**src/rtl/ps2_pkg.sv**
```systemverilog
// Shared PS/2 definitions: frame geometry, well-known scan-code prefixes and receiver states.
package ps2_pkg;

   localparam int unsigned PS2_FRAME_BITS = 11;
   localparam logic [7:0]  PS2_BREAK      = 8'hF0;
   localparam logic [7:0]  PS2_EXT        = 8'hE0;

   typedef enum logic {
      IDLE,
      SHIFT
   } ps2_rx_state_e;

   // Odd parity over D0..D7 plus the parity bit.
   function automatic logic ps2_parity_ok(input logic [8:0] data_par);
      return ^data_par;
   endfunction

endpackage

```
**src/rtl/ps2_byte_fifo.sv**
```systemverilog
// Synchronous byte FIFO with a sticky overflow flag.
// A push into a full FIFO succeeds only when a pop happens in the same cycle.
module ps2_byte_fifo #(
   parameter int unsigned Depth = 8
) (
   input  logic       clk_i,
   input  logic       rst,
   input  logic       push,
   input  logic [7:0] wdata,
   input  logic       pop_req,
   output logic [7:0] rdata,
   output logic       not_empty,
   output logic       overflow
);

   localparam int unsigned PtrW = $clog2(Depth);
   localparam logic [PtrW:0] Full = (PtrW + 1)'(Depth);

   logic [PtrW-1:0] wr_ptr_q, rd_ptr_q;
   logic [PtrW:0]   count_q;
   logic [7:0]      mem_q [Depth];
   logic            overflow_q;

   logic full, pop, do_write, drop;

   always_comb begin
      full      = (count_q == Full);
      not_empty = (count_q != '0);
      pop       = not_empty & pop_req;
      do_write  = push & (~full | pop);
      drop      = push & full & ~pop;
      rdata     = mem_q[rd_ptr_q];
      overflow  = overflow_q;
   end

   always_ff @(posedge clk_i) begin
      if (rst) begin
         wr_ptr_q   <= '0;
         rd_ptr_q   <= '0;
         count_q    <= '0;
         overflow_q <= 1'b0;
         for (int i = 0; i < int'(Depth); i++) begin
            mem_q[i] <= 8'h00;
         end
      end else begin
         if (do_write) begin
            mem_q[wr_ptr_q] <= wdata;
            wr_ptr_q        <= wr_ptr_q + 1'b1;
         end
         if (pop) begin
            rd_ptr_q <= rd_ptr_q + 1'b1;
         end
         if (do_write && !pop) begin
            count_q <= count_q + 1'b1;
         end else if (!do_write && pop) begin
            count_q <= count_q - 1'b1;
         end
         // Set takes priority over the clear-on-pop.
         if (drop) begin
            overflow_q <= 1'b1;
         end else if (pop) begin
            overflow_q <= 1'b0;
         end
      end
   end

endmodule

```
**src/rtl/ps2_rx_fifo.sv**
```systemverilog
// PS/2 device-to-host receiver: pin synchronisers, frame deframer with watchdog,
// and a scan-code FIFO feeding the key-display logic.
module ps2_rx_fifo
   import ps2_pkg::*;
#(
   parameter int unsigned FIFO_DEPTH  = 8,
   parameter int unsigned TIMEOUT_CYC = 100000
) (
   input  logic       clk_i,
   input  logic       rst,
   input  logic       ps2_clk,
   input  logic       ps2_data,
   input  logic       nextdata_n,
   output logic [7:0] key,
   output logic       key_ready,
   output logic       key_overflow,
   output logic       frame_err
);

   localparam int unsigned WdW     = $clog2(TIMEOUT_CYC);
   localparam logic [WdW-1:0] WdMax = WdW'(TIMEOUT_CYC - 1);
   localparam logic [3:0] LastBit  = 4'(PS2_FRAME_BITS - 1);

   logic [1:0] ps2_clk_sync_q, ps2_data_sync_q;
   logic       ps2_clk_hist_q;
   logic       fe, rx_bit;

   ps2_rx_state_e  state_q, state_d;
   logic [3:0]     bit_cnt_q, bit_cnt_d;
   logic [8:0]     shift_q, shift_d;
   logic [WdW-1:0] wd_q, wd_d;
   logic           err_q, err_d;
   logic           push;
   logic [9:0]     frame_bits;

   always_ff @(posedge clk_i) begin
      if (rst) begin
         ps2_clk_sync_q  <= 2'b11;
         ps2_data_sync_q <= 2'b11;
         ps2_clk_hist_q  <= 1'b1;
      end else begin
         ps2_clk_sync_q  <= {ps2_clk_sync_q[0], ps2_clk};
         ps2_data_sync_q <= {ps2_data_sync_q[0], ps2_data};
         ps2_clk_hist_q  <= ps2_clk_sync_q[1];
      end
   end

   assign fe     = ps2_clk_hist_q & ~ps2_clk_sync_q[1];
   assign rx_bit = ps2_data_sync_q[1];

   // Nine stored bits plus the bit arriving now make up the 10-bit frame body
   // {stop, parity, D7..D0} on the final edge.
   assign frame_bits = {rx_bit, shift_q};

   always_comb begin
      state_d   = state_q;
      bit_cnt_d = bit_cnt_q;
      shift_d   = shift_q;
      wd_d      = wd_q;
      err_d     = 1'b0;
      push      = 1'b0;
      case (state_q)
         IDLE: begin
            wd_d = '0;
            if (fe) begin
               if (!rx_bit) begin
                  state_d   = SHIFT;
                  bit_cnt_d = 4'd1;
                  shift_d   = '0;
               end else begin
                  err_d = 1'b1;
               end
            end
         end
         SHIFT: begin
            if (fe) begin
               wd_d      = '0;
               shift_d   = frame_bits[9:1];
               bit_cnt_d = bit_cnt_q + 4'd1;
               if (bit_cnt_q == LastBit) begin
                  state_d = IDLE;
                  if (ps2_parity_ok(frame_bits[8:0]) && frame_bits[9]) begin
                     push = 1'b1;
                  end else begin
                     err_d = 1'b1;
                  end
               end
            end else if (wd_q == WdMax) begin
               state_d = IDLE;
               err_d   = 1'b1;
               wd_d    = '0;
               shift_d = '0;
            end else begin
               wd_d = wd_q + 1'b1;
            end
         end
         default: state_d = IDLE;
      endcase
   end

   always_ff @(posedge clk_i) begin
      if (rst) begin
         state_q   <= IDLE;
         bit_cnt_q <= '0;
         shift_q   <= '0;
         wd_q      <= '0;
         err_q     <= 1'b0;
      end else begin
         state_q   <= state_d;
         bit_cnt_q <= bit_cnt_d;
         shift_q   <= shift_d;
         wd_q      <= wd_d;
         err_q     <= err_d;
      end
   end

   assign frame_err = err_q;

   ps2_byte_fifo #(
      .Depth (FIFO_DEPTH)
   ) u_fifo (
      .clk_i     (clk_i),
      .rst       (rst),
      .push      (push),
      .wdata     (frame_bits[7:0]),
      .pop_req   (~nextdata_n),
      .rdata     (key),
      .not_empty (key_ready),
      .overflow  (key_overflow)
   );

endmodule

```
**config.mk**
```make
export PLATFORM = sky130hd
export DESIGN_NAME = ps2_rx_fifo
export DESIGN_NICKNAME = d
export VERILOG_FILES = /design/src/rtl/ps2_pkg.sv /design/src/rtl/ps2_byte_fifo.sv /design/src/rtl/ps2_rx_fifo.sv
export SDC_FILE = /design/constraint.sdc
export NUM_CORES = 1
export LEC_CHECK = 0
export CAP_MARGIN = 20
export CORE_MARGIN = 4
export CORE_UTILIZATION = 25
export DETAILED_ROUTE_END_ITERATION = 10
export SLEW_MARGIN = 25
export SYNTH_ARGS = -nofsm -noshare
export SYNTH_HDL_FRONTEND = slang
export SYNTH_HIERARCHICAL = 1
export SYNTH_SLANG_ARGS = --single-unit
```
**constraint.sdc**
```tcl
create_clock -name clk_i -period 4.23 [get_ports clk_i]
set_clock_uncertainty 0.05 [all_clocks]
set_input_delay 0.423 -clock clk_i [delete_from_list [all_inputs] [get_ports clk_i]]
set_output_delay 0.423 -clock clk_i [all_outputs]
set_load 0.05 [all_outputs]
```
==> Word level (Yosys, flattened, before mapping) <==
Memories as Yosys holds them, arrays and structs flattened. A register that Yosys moved wholly into a read port is not among the register bits.
Cells that the tools add are included.
{ "word_totals": {"register_bits": 48, "latch_bits": 0, "ram_bits": 64, "romBits": 0, "word_cells": 92, "memories": 1} }
{ "mem_list": {"columns": ["name", "words", "word_bits", "rd", "rd_clocked_by_memory_dff", "write_ports", "line_no", "rtl"], "rows": [
  ["u_fifo.mem_q", 8, 8, 1, 1, 8, "ps2_byte_fifo.sv:21", "logic [7:0] mem_q [Depth];"]
]} }
{ "classes": {"add_sub_neg": 6, "n_mul": 0, "div": 0, "magnitude_cmp": 0, "n_eq_ne": 7, "n_shift": 0, "n_mux": 43, "bitwise": 11, "reduce_logical": 12} }
{ "op_table": {"columns": ["operator", "count"], "rows": [
  ["2-to-1 mux 9 bit", 4],
  ["2-to-1 mux 17 bit", 2],
  ["case mux 17 bit (2 select lines)", 1],
  ["2-to-1 mux 1 bit", 23],
  ["2-to-1 mux 4 bit", 5],
  ["case mux 9 bit (2 select lines)", 1],
  ["adder 17 x 1 -> 17 bit, second input constant", 1],
  ["== test 17 bit, second input constant", 1],
  ["2-to-1 mux 3 bit", 3],
  ["parity 9 bit", 1],
  ["adder 4 x 1 -> 4 bit, second input constant", 2],
  ["== test 4 bit, second input constant", 2],
  ["2-to-1 mux 8 bit", 1],
  ["case mux 4 bit (2 select lines)", 1],
  ["OR reduction 8 bit", 1],
  ["adder 3 x 1 -> 3 bit, second input constant", 2],
  ["!= test 2 bit, second input constant", 3],
  ["AND reduction 3 bit", 2],
  ["AND 1 bit", 5],
  ["inverter 1 bit", 5],
  ["case mux 1 bit (2 select lines)", 2],
  ["nonzero test 2 bit", 2],
  ["nonzero test 4 bit", 1],
  ["subtractor 4 x 1 -> 4 bit, second input constant", 1],
  ["4 further kinds", 7]
]} }

==> Logic depth before layout (Yosys ltp) <==
{ "logic_depth": {"depth_word": 12, "mapped_depth": 13, "mapped_depth_nobuf": 12} }

==> Modules after synthesis <==
Netlist, hierarchy kept.
{ "modules_own_cells": {"columns": ["module", "instances", "cells_per_inst", "area_per_inst_um2", "seq_area_each_um2"], "rows": [
  ["ps2_byte_fifo", 1, 254, 3463.3, 2202.1],
  ["ps2_rx_fifo", 1, 172, 1656.6, 740.7]
]} }

==> Worst setup path before layout <==
No wires, ideal clock.
{ "synth_timing": {"path_kind": "flip-flop to flip-flop", "from": "register shift_q[2]", "to": "register u_fifo.count_q[3]", "setup_time_ns": 0.121, "arrival_time_ns": 2.914, "slack_ns": 1.146, "path_stages_with_launch": 14, "path_buffers": 1, "period_less_slack_ns": 3.084, "cell_sequence": "dfxtp_1 -> xnor2_1 -> xnor3_1 -> xnor2_1 -> and4_1 -> o21a_4 -> buf_6 -> ha_1 -> inv_1 -> ha_1 -> a21oi_1 -> a211oi_1 -> a31oi_1 -> mux2_2"} }
{ "synth_via": {"elab_chain_len": 10} }
{ "synth_lines": {"columns": ["element", "line_no", "rtl"], "rows": [
  ["start, declared", "ps2_rx_fifo.sv:30", "logic [8:0] shift_q, shift_d;"],
  ["start signal, assigned", "ps2_rx_fifo.sv:111", "shift_q <= shift_d;"],
  ["parity 9 bit *", "ps2_pkg.sv:15", "return ^data_par;"],
  ["logical AND 1 bit *", "ps2_rx_fifo.sv:82", "if (ps2_parity_ok(frame_bits[8:0]) && frame_bits[9]) begin"],
  ["2-to-1 mux 1 bit *", "ps2_rx_fifo.sv:82", null],
  ["2-to-1 mux 1 bit *", "ps2_rx_fifo.sv:80", "if (bit_cnt_q == LastBit) begin"],
  ["2-to-1 mux 1 bit *", "ps2_rx_fifo.sv:76", "if (fe) begin"],
  ["2-to-1 mux 1 bit *", "ps2_rx_fifo.sv:62", "case (state_q)"],
  ["named net push", "ps2_rx_fifo.sv:33", "logic push;"],
  ["AND 1 bit *", "ps2_byte_fifo.sv:30", "do_write = push & (~full | pop);"],
  ["zero test 1 bit", "ps2_byte_fifo.sv:55", "end else if (!do_write && pop) begin"],
  ["logical AND 1 bit", "ps2_byte_fifo.sv:55", null],
  ["nonzero test 2 bit (no source line)", null, null],
  ["end signal, assigned", "ps2_byte_fifo.sv:54", "count_q <= count_q + 1'b1;"],
  ["end signal, assigned", "ps2_byte_fifo.sv:56", "count_q <= count_q - 1'b1;"],
  ["end, declared", "ps2_byte_fifo.sv:20", "logic [PtrW:0] count_q;"]
]} }
The timed path passes the listed nets; every way through them passes the cells marked *.
A chain may end at the register's enable or synchronous reset.

==> Final worst setup path <==
Ends and elaborated chain as after synthesis.

==> impl_results.md <==
- Die X-Extent: about 150 um
- Worst-path clk slew: 0.06 ns
- Final slew viol count: 0
- First-pass GRT wire length: approximately 17000 um
- Critical path fanouts, max: 16
- Clock sink count: ~120
- Register area share after synthesis: 57.5%
- Setup TNS: 0 ns
- Drt total wl: approximately 11000 um
- Hold slack final: around 0.36 ns
- Post-route ant nets: 0
- M2 GR Usage: between 10% and 20%
- Yosys Warn Count: 6
- Row count: between 50 and 60
- FFs w/ async S/R, synth: 0%
- FF-to-FF End: u_fifo/count_q[3]
- CP Class: reg -> reg
- Clk buf depth: 2
- Netlist Area Pre-Place: slightly above 0.005 mm2
- Initial Util: between 20% and 30%
- Total GRT Usage: about a tenth
- PostCTS Resize Cnt: 0
- Reg2reg start: shift_q[2]
- DR vias/cell: around 4.5
- Most common cell after layout, fill and taps aside: nor2_1
- Pre-Repair DR Iteration Count: 4
- Core box area: around 0.02 mm2
- Power Density: between 500 and 600 mW/mm2
- Vias in the first global route: 3347
- CTS tree: yes
- EDFF count, synth: 64
- Period utilization: 80.4%
- Vias after detailed routing: about 3300
- Fin crit period: 3.40 ns
- Hold path start: ps2_data_sync_q[0]
- Most frequent cells in the layout: nor2_1 (101), edfxtp_1 (64), dfxtp_1 (51)
- Syn Area/Cell: around 12 um2
- CP endpoint kind: register
- Fmax: between 200 and 300 MHz
- Place WS: slightly below 0.9 ns
- CTS Buf Count: 17
- Normalized max-slew margin: between 40% and 50%
- RD Place Congestion: roughly 0.77
- DR WL/cell: about 14 um
- Largest net degree at the start of global routing: 24
- Root Buffer: clkbuf_16
- Worst hold stages: 1
- Htree depth: 4
- Startpoint types: register
- Number of max-cap violations: 0
- Mapped Nets: 440
- Die H: roughly 150 um
- P&R area growth vs syn: 19.6%
- Gr busiest metal: met2
- ANT cells: 0
- Synth Flop Type: edfxtp_1
- Worst reg-to-reg setup slack: 0.83 ns
- Worst setup margin: approximately 0.83 ns
- HP Class: reg -> reg
- Number of synthesized register bits: between 100 and 150
- Clk_lat worst skew: 0.41 ns
- Worst Reg-to-Reg Cells: 12
- Cell area after layout: ~0.0061 mm2
- Mapped Cells: 426
- Number of port buffers: 15
- Setup-failing EPs final: 0
- Gr ovfl total: 0
- GR Layer Usage met1: 12.7%
- Worst endpoint required time: between 4 and 5 ns
- Initial antenna violation count: 0
- Post-DP HPWL: around 7000 um
- Starting DRT DRC Count: between 200 and 250
- Worst path arrival time: ~3.7 ns
- Post-CTS setup buffer count: 0
- Outcome: finished, final reports clean
- Post-synthesis cell type count: 58
- Cts hold-fix bufs: 0
- IO Pins: 16
- P_leak: between 2 and 2.5 nW
- Placed cell area: 0.00553 mm2
- GR Layer Usage met3: approximately 3.4%
- Hold path endpoint: ps2_data_sync_q[1]
- Share of cells above drive strength 1: a little under a fifth
- Worst-Margin Slew: about 0.84 ns
- Final nets: ~460
- Endpoints failing hold: 0
- Fin cells: between 700 and 800
- VDD IR-drop max: roughly 360 uV
- Dpl cells: 696
- RSZ-0062 raised after global routing: no
- Die area: 0.0228 mm2
- DRC errors left: 0
## logic make-up (layout without fill, tap and decap cells)
kind of cell	count (synthesis)	after routing	share of synthesized area [%]
DFF	115	115	57.5
and+or+nand+nor	178	178	16.6
xor gates and xnor gates	24	24	4.37
muxes	28	28	9.60
adders and majority gates	9	9	2.35
AOI/OAI and AO/OA	48	48	7.31
buffers and inverters	24	56	2.27
## registers in the layout (all words and copies together), names as in the netlist, 2 cells and up, named ones only
| signal | cells |
|---|---|
| bit_cnt_q | 4 |
| ps2_clk_sync_q | 2 |
| ps2_data_sync_q | 2 |
| shift_q | 9 |
| u_fifo/count_q | 4 |
| u_fifo/mem_q | 64 |
| u_fifo/rd_ptr_q | 3 |
| u_fifo/wr_ptr_q | 3 |
| wd_q | 17 |
## power breakdown
group | internal (mW) | switching (mW) | leakage [nW]
clock | 0.923 | 0.500 | 0.279
sequential | 1.24 | 0.0501 | 1.03
combinational | 0.287 | 0.367 | 0.692
total | 2.45 | 0.918 | 2.00
## through the flow
stage	power, mW	util, %
6_report	3.37	30.4
5_1_grt	3.52	30.4
4_1_cts	3.41	30.4
3_5_place_dp	1.98	27.4
3_3_place_gp	1.97	27.4
2_1_floorplan	1.82	-
## worst max-delay path, cell delays in order (launching register included)
cell and delay [ns]:
dfxtp_1 0.42, xnor2_1 0.15, xnor3_1 0.43, xnor2_1 0.22, and4_1 0.29, o21a_4 0.28
ha_1 0.21, inv_1 0.09, ha_1 0.33, a21oi_1 0.20, a211oi_1 0.10, a31oi_1 0.16
mux2_2 0.34
## cell usage after synthesis, drive strengths merged (3+ instances only)
cell type	n	area share, %
xnor2	12	2.1
a31o	4	0.68
buf	10	1.2
mux2	9	2.0
nand3	10	0.98
a2bb2oi	3	0.51
nand2	24	1.9
and4	3	0.54
xor2	11	1.9
dfxtp	51	20
and2	3	0.37
nor2b	7	1.0
nand4	3	0.37
ha	8	2.0
a21oi	11	1.1
edfxtp	64	38
a22o	8	1.6
mux4	16	7.0
clkbuf	7	0.51
o21ai	5	0.49
nand2b	3	0.37
nor3	3	0.29
a21o	3	0.44
or3	5	0.71
mux2i	3	0.59
or2	6	0.73
nor2	101	7.4
inv	7	0.51
## worst max-delay path by stage
stage,endpoint,start,cells past startpoint,slack (ns)
2_1_floorplan,u_fifo/count_q[3],shift_q[2],13,1.15
3_3_place_gp,u_fifo/count_q[3],shift_q[2],12,0.96
3_5_place_dp,u_fifo/count_q[3],shift_q[2],12,0.89
4_1_cts,u_fifo/count_q[3],shift_q[2],12,0.84
5_1_grt,u_fifo/count_q[3],shift_q[2],12,0.57
6_report,u_fifo/count_q[3],shift_q[2],12,0.83
## cell type report
type                    count  area, um2
flip-flops and latches    115       2940
clock buffers              19        433
inverters                   7       26.3
repair buffers             17        165
multi-input cells         287       2060
well taps                 270        338
clock inverters            13        160
fillers                  2064      14000
## metal layers
layer | up-vias | share of wire (%)
met3 | 12 | 5.8
met5 | - | 0
met4 | 0 | 1.2
li1 | 1581 | -
met2 | 70 | 48
met1 | 1598 | 45
Note: power is estimated with default switching activity, not from simulation.
